## config.mk

```make
export PLATFORM = sky130hd
export DESIGN_NAME = conv_sequencer
export DESIGN_NICKNAME = d
export VERILOG_FILES = /design/src/rtl/conv_sequencer.sv
export SDC_FILE = /design/constraint.sdc
export NUM_CORES = 1
export LEC_CHECK = 0
export CAP_MARGIN = 0
export CORE_UTILIZATION = 50
export DETAILED_ROUTE_END_ITERATION = 10
export GPL_TIMING_DRIVEN = 0
export PLACE_DENSITY = 0.72
export SYNTH_ARGS = -nofsm -noshare
export SYNTH_HDL_FRONTEND = slang
export SYNTH_SLANG_ARGS = --single-unit
```

## constraint.sdc

```tcl
create_clock -name CLK100MHZ -period 5.05 [get_ports CLK100MHZ]
set_input_delay 0.505 -clock CLK100MHZ [delete_from_list [all_inputs] [get_ports CLK100MHZ]]
set_output_delay 0.505 -clock CLK100MHZ [all_outputs]
set_load 0.05 [all_outputs]
```

## src/rtl/conv_sequencer.sv

```systemverilog
// Frame sequencer for the 3x3 convolution path: raster-walks the read port, then
// replays each index on the write port RD_LAT clocks later with its edge flag.
module conv_sequencer #(
    parameter int IMG_W  = 320,
    parameter int IMG_H  = 240,
    parameter int AW     = 17,
    parameter int RD_LAT = 2
) (
    input  logic          CLK100MHZ,
    input  logic          rst_n,
    input  logic          start,
    input  logic          enable,
    input  logic [1:0]    kernel_sel_in,
    output logic [1:0]    kernel_sel,
    output logic [AW-1:0] raddr_alu,
    output logic [AW-1:0] waddr_alu,
    output logic          wen_alu,
    output logic          border,
    output logic          pass_thru,
    output logic          busy,
    output logic          done,
    output logic          overrun
);
    localparam int N  = IMG_W * IMG_H;
    localparam int XW = $clog2(IMG_W);
    localparam int YW = $clog2(IMG_H);
    localparam logic [AW-1:0] LAST_IDX = AW'(N - 1);
    localparam logic [XW-1:0] X_LAST   = XW'(IMG_W - 1);
    localparam logic [YW-1:0] Y_LAST   = YW'(IMG_H - 1);

    typedef enum logic [1:0] {IDLE, RUN, DRAIN, DONE} state_t;

    state_t  state_q, state_d;
    logic    issue;
    logic [AW-1:0] cnt_q, cnt_d;
    logic [XW-1:0] x_q, x_d;
    logic [YW-1:0] y_q, y_d;
    logic    is_edge;

    // Stage 0 is aligned with raddr_alu, stage RD_LAT with the write strobe.
    logic [RD_LAT:0]         vld_pipe_q;
    logic [RD_LAT:0]         edge_pipe_q;
    logic [RD_LAT:0][AW-1:0] idx_pipe_q;

    logic [1:0] ksel_q;
    logic       pt_q, busy_q, done_q, ovr_q;

    always_ff @(posedge CLK100MHZ) begin
        if (!rst_n) state_q <= IDLE;
        else        state_q <= state_d;
    end

    always_comb begin
        state_d = state_q;
        issue   = 1'b0;
        case (state_q)
            IDLE: if (start && enable) begin
                state_d = RUN;
                issue   = 1'b1;
            end
            RUN: begin
                issue = 1'b1;
                if (cnt_q == LAST_IDX) state_d = DRAIN;
            end
            // Leave once the only valid entry left is the one being written now.
            DRAIN: if (~|vld_pipe_q[RD_LAT-1:0]) state_d = DONE;
            DONE:  state_d = IDLE;
            default: state_d = IDLE;
        endcase
    end

    always_comb begin
        cnt_d = cnt_q;
        x_d   = x_q;
        y_d   = y_q;
        if (issue) begin
            if (cnt_q == LAST_IDX) begin
                cnt_d = '0;
                x_d   = '0;
                y_d   = '0;
            end else begin
                cnt_d = cnt_q + 1'b1;
                if (x_q == X_LAST) begin
                    x_d = '0;
                    y_d = y_q + 1'b1;
                end else begin
                    x_d = x_q + 1'b1;
                end
            end
        end
    end

    assign is_edge = (x_q == '0) || (x_q == X_LAST) || (y_q == '0) || (y_q == Y_LAST);

    always_ff @(posedge CLK100MHZ) begin
        if (!rst_n) begin
            cnt_q       <= '0;
            x_q         <= '0;
            y_q         <= '0;
            vld_pipe_q  <= '0;
            edge_pipe_q <= '0;
            idx_pipe_q  <= '0;
            ksel_q      <= 2'd0;
            pt_q        <= 1'b1;
            busy_q      <= 1'b0;
            done_q      <= 1'b0;
            ovr_q       <= 1'b0;
        end else begin
            cnt_q <= cnt_d;
            x_q   <= x_d;
            y_q   <= y_d;
            vld_pipe_q[0]  <= issue;
            edge_pipe_q[0] <= issue & is_edge;
            if (issue) idx_pipe_q[0] <= cnt_q;
            for (int s = 1; s <= RD_LAT; s++) begin
                vld_pipe_q[s]  <= vld_pipe_q[s-1];
                edge_pipe_q[s] <= edge_pipe_q[s-1];
                idx_pipe_q[s]  <= idx_pipe_q[s-1];
            end
            if (state_q == IDLE && state_d == RUN) ksel_q <= kernel_sel_in;
            pt_q   <= (state_d == IDLE) ? ~enable : 1'b0;
            busy_q <= (state_d == RUN) || (state_d == DRAIN);
            done_q <= (state_d == DONE);
            if (start && (state_q == RUN || state_q == DRAIN)) ovr_q <= 1'b1;
        end
    end

    assign kernel_sel = ksel_q;
    assign raddr_alu  = idx_pipe_q[0];
    assign waddr_alu  = idx_pipe_q[RD_LAT];
    assign wen_alu    = vld_pipe_q[RD_LAT];
    assign border     = edge_pipe_q[RD_LAT];
    assign pass_thru  = pt_q;
    assign busy       = busy_q;
    assign done       = done_q;
    assign overrun    = ovr_q;
endmodule

```

==> metrics.txt, run 1 <==
outcome completed; Num CTS Buffers 9; M1 GR Usage 27.85%; mean post-synth cell area 9.018 um^2; fraction of layout cells with a size suffix above 1 12.86%; crit path DAT 2.58 ns; CP Launch Point state_q[1]$_SDFF_PN0_; Layout area overhead 19.60%; Final nets 533; placed inst area 4728 um^2; CTS tree yes; final worst slack 2.772 ns; Synth Area in Compound Gates 9.512%; commonest non-fill, non-tap cells in the layout dfxtp_1, nand2_1, clkdlybuf4s50_1, and2_1, a21oi_1; fin area 4940 um^2; Finish-stage setup viols 0; DRC viols 0; Post-Place Setup Slack 2.657 ns; total negative slack 0 ns; Setup crit end cnt_q[1]$_SDFFE_PN0P_; peak supply drop 153.5 uV; Mapped Cells 458; post-synthesis mux area share 0%; Max Freq 0.4390 GHz; Max Clock Skew 0.009421 ns; commonest non-fill, non-tap cell in the layout dfxtp_1; Final Non-Filler Cells 623; Final period util 45.11%; reg2reg setup slack 2.77 ns; quantity of I/O buffers inserted on ports 47; hold_buf cts 0; Synth top area share 47.99%; Iter 0 DRT Violations 124; vias 3218; Slew headroom 58.50%; CORE AREA 7848 um^2; register area share after synthesis 47.99%; M2 GR Usage 35.48%; pin count of the biggest net entering global routing 20; clk buf depth 2; GP Congestion 0.8318; dpl cells 607; RSZ-0062 raised after global routing false; first-pass iteration count of the detailed router 4; yosys warns 0; largest family of logic cells by synthesized area simple AND/OR/NAND/NOR gates; Startpoint Class flop; top_reg_cell synth dfxtp_1; GRT Residual Overflow 0; Post-CTS Setup Bufs 0; CTS Sinks 99; final hold slack 0.4385 ns; gr busiest metal met2; vias in the first global route 3191; post-synth top area cell dfxtp_1; initial antenna violation count 0; Root Buffer clkbuf_8; CP peak stage delay 0.47 ns; Final Hold Vio Count 0; post-CTS sizing 0; starting density of the core 52.63%; Final Util 62.95%; clk slew on worst S/H paths 0.10 ns; worst path required time 5.35 ns; r2r startpoint state_q[1]$_SDFF_PN0_; min Tclk post-route 2.278 ns; vias per inst 5.165; Least-Margin Pin Slew 0.6224 ns; min-delay worst type reg -> reg; fin. max-slew vios 0; CP Capture Type flop; first-pass GRT wire length 14750 um; H-tree depth 3; ANT nets after route 0; Most common cell on crit path buf_2; die width 92.89 um; Row Count 32; Hold Path Depth 1; crit-path max FO 10; max_cap viols 0; met3 usage 3.777%; Synth cell types 44; Synth area leaders dfxtp_1, and2_1, buf_4, nand2_1, a21oi_1; Seq cells post-synth 99; PwrDens 331.5 nW/um^2; simple-gate share of the synthesized area 25.84%; worst skew pair latency 0.37 ns; reg2reg end cnt_q[1]$_SDFFE_PN0P_; global-route usage over all layers 21.63%; Power, Total 1.637 mW; Syn Nets 475; Post-Syn Area 4130 um^2; Wirelength per Cell 13.70 um; leakage 1.885 nW; IO Pins 48; # diodes 0; crit-path cells inv_1 > ha_1 > clkbuf_1 > a31oi_1 > buf_2 > buf_2 > nand2_1 > a21oi_1; die area 8628 um^2; cell count of the worst reg-to-reg path 8; Worst path slowest cell a31oi_1; DIE HEIGHT 92.89 um; xor-xnor portion of the synthesized cell area 3.393%; final wirelength 8535 um; worst setup path class reg -> reg; Detail Placement HPWL 6084 um; adder-cell share of the synthesized area 3.332%; Post-synth EDFFs 0; Synth async-reset ratio 0%
## report_power, final
part | switching (mW) | leakage, nW | total, mW | internal (mW)
clock | 0.300 | 0.109 | 0.543 | 0.243
combinational | 0.181 | 0.976 | 0.269 | 0.0886
sequential | 0.0172 | 0.800 | 0.825 | 0.808
## Yosys cell counts (all sizes together), types with 2 or more instances
library cell and n:
inv 12, nor2 13, nand3 17, buf 46, dfxtp 99, xnor2 3, and3 5, a21oi 39
and2 43, nor2b 2, or4 4, o22ai 5, ha 11, nor4 2, xor2 13, a31o 2
and4 7, nand2 64, nand3b 4, nor3 7, or3 7, o21ai 8, o31ai 4, nand4 11
nor4bb 5, clkbuf 12, a31oi 3, o32ai 2
## critical path, delay by kind of cell (launching register included)
kind	cells	cell delay, ns
fa+ha+maj	1	0.22
compound gates	2	0.60
flops	1	0.37
buf+inv	4	0.95
simple gates	1	0.08
## logic make-up after synthesis
family | after synthesis
DFF | 99
xor gates and xnor gates | 16
AOI/OAI and AO/OA | 67
and+or+nand+nor | 195
buffers and inverters | 70
adders and majority gates | 11
## metal layers
layer	wire length [um]	up-vias
met5	0	-
met1	4015	1485
met4	204	0
met3	365	19
li1	-	1628
met2	3951	86
## worst min-delay path by stage
stage | start | end | slack, ns
6_report | idx_pipe_q[28]$_SDFF_PN0_ | waddr_alu[11]$_SDFF_PN0_ | 0.44
5_1_grt | idx_pipe_q[27]$_SDFF_PN0_ | waddr_alu[10]$_SDFF_PN0_ | 0.44
4_1_cts | idx_pipe_q[28]$_SDFF_PN0_ | waddr_alu[11]$_SDFF_PN0_ | 0.44
3_5_place_dp | idx_pipe_q[28]$_SDFF_PN0_ | waddr_alu[11]$_SDFF_PN0_ | 0.42
3_3_place_gp | idx_pipe_q[23]$_SDFF_PN0_ | waddr_alu[6]$_SDFF_PN0_ | 0.42
2_1_floorplan | edge_pipe_q[0]$_SDFF_PN0_ | edge_pipe_q[1]$_SDFF_PN0_ | 0.41
## layout make-up
class,count,area (um^2)
clock buffer,9,123.9
clock inverter,7,87.58
tap,102,127.6
sequential,99,1982
multi-input combinational,289,1738
inverter,12,45.04
fill,687,2908
buffer,58,365.4
timing repair buffer,47,470.5
## state kept, by name (all words and copies together) (netlist names)
| register | flops |
|---|---|
| cnt_q | 17 |
| busy | 1 |
| y_q | 8 |
| edge_pipe_q | 3 |
| x_q | 9 |
| waddr_alu | 17 |
| pass_thru | 1 |
| vld_pipe_q | 3 |
| done | 1 |
| kernel_sel | 2 |
| overrun | 1 |
| state_q | 2 |
| raddr_alu | 17 |
| idx_pipe_q | 17 |
Power figures use the tool's default switching activity.
==> inputs of run 2 (changes only) <==
- clock period: 5.05 -> 2.4 ns (I/O delays scaled with it)
==> run 2 against run 1 <==
Against the previous run:
- sequential power rose by 110%
- final cell count unchanged
- flip-flop and latch count is the same
- largest power group unchanged
==> metrics.txt, run 2 (synthesized netlist as in run 1, its figures left out) <==
outcome completed; WP buf/inv 3; Startpoint Class flop; PwrDens 697.1 nW/um^2; first-pass iteration count of the detailed router 5; Finish-stage setup viols 0; vias 3215; fin. max-slew vios 0; Iter 0 DRT Violations 109; RSZ-0062 raised after global routing false; vias in the first global route 3191; Wirelength per Cell 13.66 um; worst path required time 2.67 ns; Max Clock Skew 0.008228 ns; FF/Latch Area 1984 um^2; final hold slack 0.4228 ns; # diodes 0; worst setup path class reg -> reg; leakage 1.883 nW; fraction of layout cells with a size suffix above 1 13.63%; CTS tree yes; Root Buffer clkbuf_8; total negative slack 0 ns; reg2reg setup slack 0.19 ns; crit-path max FO 10; min-delay worst type in -> reg; Max Freq 0.4526 GHz; die width 92.89 um; commonest non-fill, non-tap cells in the layout dfxtp_1, nand2_1, clkdlybuf4s50_1, and2_1, a21oi_1; Slew headroom 58.52%; Row Count 32; DIE HEIGHT 92.89 um; Final nets 533; final wirelength 8509 um; clk buf depth 2; CP peak stage delay 0.37 ns; global-route usage over all layers 21.63%; die area 8628 um^2; commonest non-fill, non-tap cell in the layout dfxtp_1; min Tclk post-route 2.209 ns; GP Congestion 0.8318; vias per inst 5.161; crit-path cells inv_1 > ha_1 > clkbuf_1 > or3_1 > a31oi_1 > a31o_2 > inv_1 > ha_1 > and2_1; Final Hold Vio Count 0; clk slew on worst S/H paths 0.10 ns; GRT Residual Overflow 0; max_cap viols 0; starting density of the core 52.63%; worst skew pair latency 0.37 ns; ANT nets after route 0; Layout area overhead 19.87%; first-pass GRT wire length 14750 um; Detail Placement HPWL 6084 um; CTS Sinks 99; CP delay by family, top simple AND/OR/NAND/NOR gates; Least-Margin Pin Slew 0.6223 ns; CORE AREA 7848 um^2; DRC viols 0; Final period util 92.06%; pin count of the biggest net entering global routing 20; crit path DAT 2.48 ns; Num CTS Buffers 9; Layout fillers 689; IO Pins 48; peak supply drop 323.5 uV; multi-input logic area 1747 um^2; CP Capture Type flop; H-tree depth 3; quantity of I/O buffers inserted on ports 47; initial antenna violation count 0; Worst path slowest cell dfxtp_1
[run 2: stage by stage]
step	area [um^2]	setup slack [ns]	std cells	power, mW	utilization [%]
after global placement	4728	0.2479	607	2.322	60.25
final	4951	0.1906	623	3.451	63.09
after detailed placement	4728	0.1780	607	2.332	60.25
after floorplan	4130	0.4488	458	2.163	-
after global routing	4951	0.007913	623	3.613	63.09
after CTS	4940	0.1533	623	3.464	62.95
[run 2: per-layer routing]
layer	vias up	wire (um)	track usage [%]
met5	-	0	0
met4	0	208	9.359
met3	20	356	3.777
met2	83	3924	35.48
met1	1481	4020	27.85
li1	1631	-	-
[run 2: final timing paths]
| check | startpoint | endpoint | cells after the start |
|---|---|---|---|
| worst max-delay path | state_q[1]$_SDFF_PN0_ | busy$_SDFF_PN0_ | 9 |
| worst min-delay path | kernel_sel_in[1] | kernel_sel[1]$_SDFFE_PN0P_ | 3 |
| worst max register to register | state_q[1]$_SDFF_PN0_ | busy$_SDFF_PN0_ | 9 |
| worst min register to register | idx_pipe_q[28]$_SDFF_PN0_ | waddr_alu[11]$_SDFF_PN0_ | 1 |
[run 2: worst register-to-register path, cell delays in order (launching register included)]
cell and delay (ns):
dfxtp_1 0.37, inv_1 0.10, ha_1 0.22, clkbuf_1 0.23, or3_1 0.36, a31oi_1 0.18, a31o_2 0.18, inv_1 0.05
ha_1 0.27, and2_1 0.16
[run 2: final cells by class]
type | instances | share of cell area [%]
Sequential cell | 99 | 40.08
Multi-Input combinational cell | 289 | 35.28
Timing Repair Buffer | 47 | 9.502
Buffer | 58 | 7.379
Tap cell | 102 | 2.578
Clock buffer | 9 | 2.502
Clock inverter | 7 | 1.769
Inverter | 12 | 0.9098
[run 2: what timing repair did]
action / CTS / global route
hold endpoints to repair: 0 / 0
hold buffers: 0 / 0
endpoints found under the setup margin: 0 / 16
setup buffers: 0 / 0
gates resized for setup: 0 / 4
[run 2: where the power goes]
part / internal, mW / total (mW) / switching (mW)
Clock: 0.512 / 1.14 / 0.631
Sequential: 1.70 / 1.74 / 0.0364
Combinational: 0.189 / 0.570 / 0.381
Total: 2.40 / 3.45 / 1.05
==> inputs of run 3 (changes only) <==
- CTS_BUF_LIST: default -> sky130_fd_sc_hd__clkbuf_4 sky130_fd_sc_hd__clkbuf_8 sky130_fd_sc_hd__clkbuf_16
==> results of run 3 <==
Same layout as run 2: the final DEF is identical, and so are final timing and power.
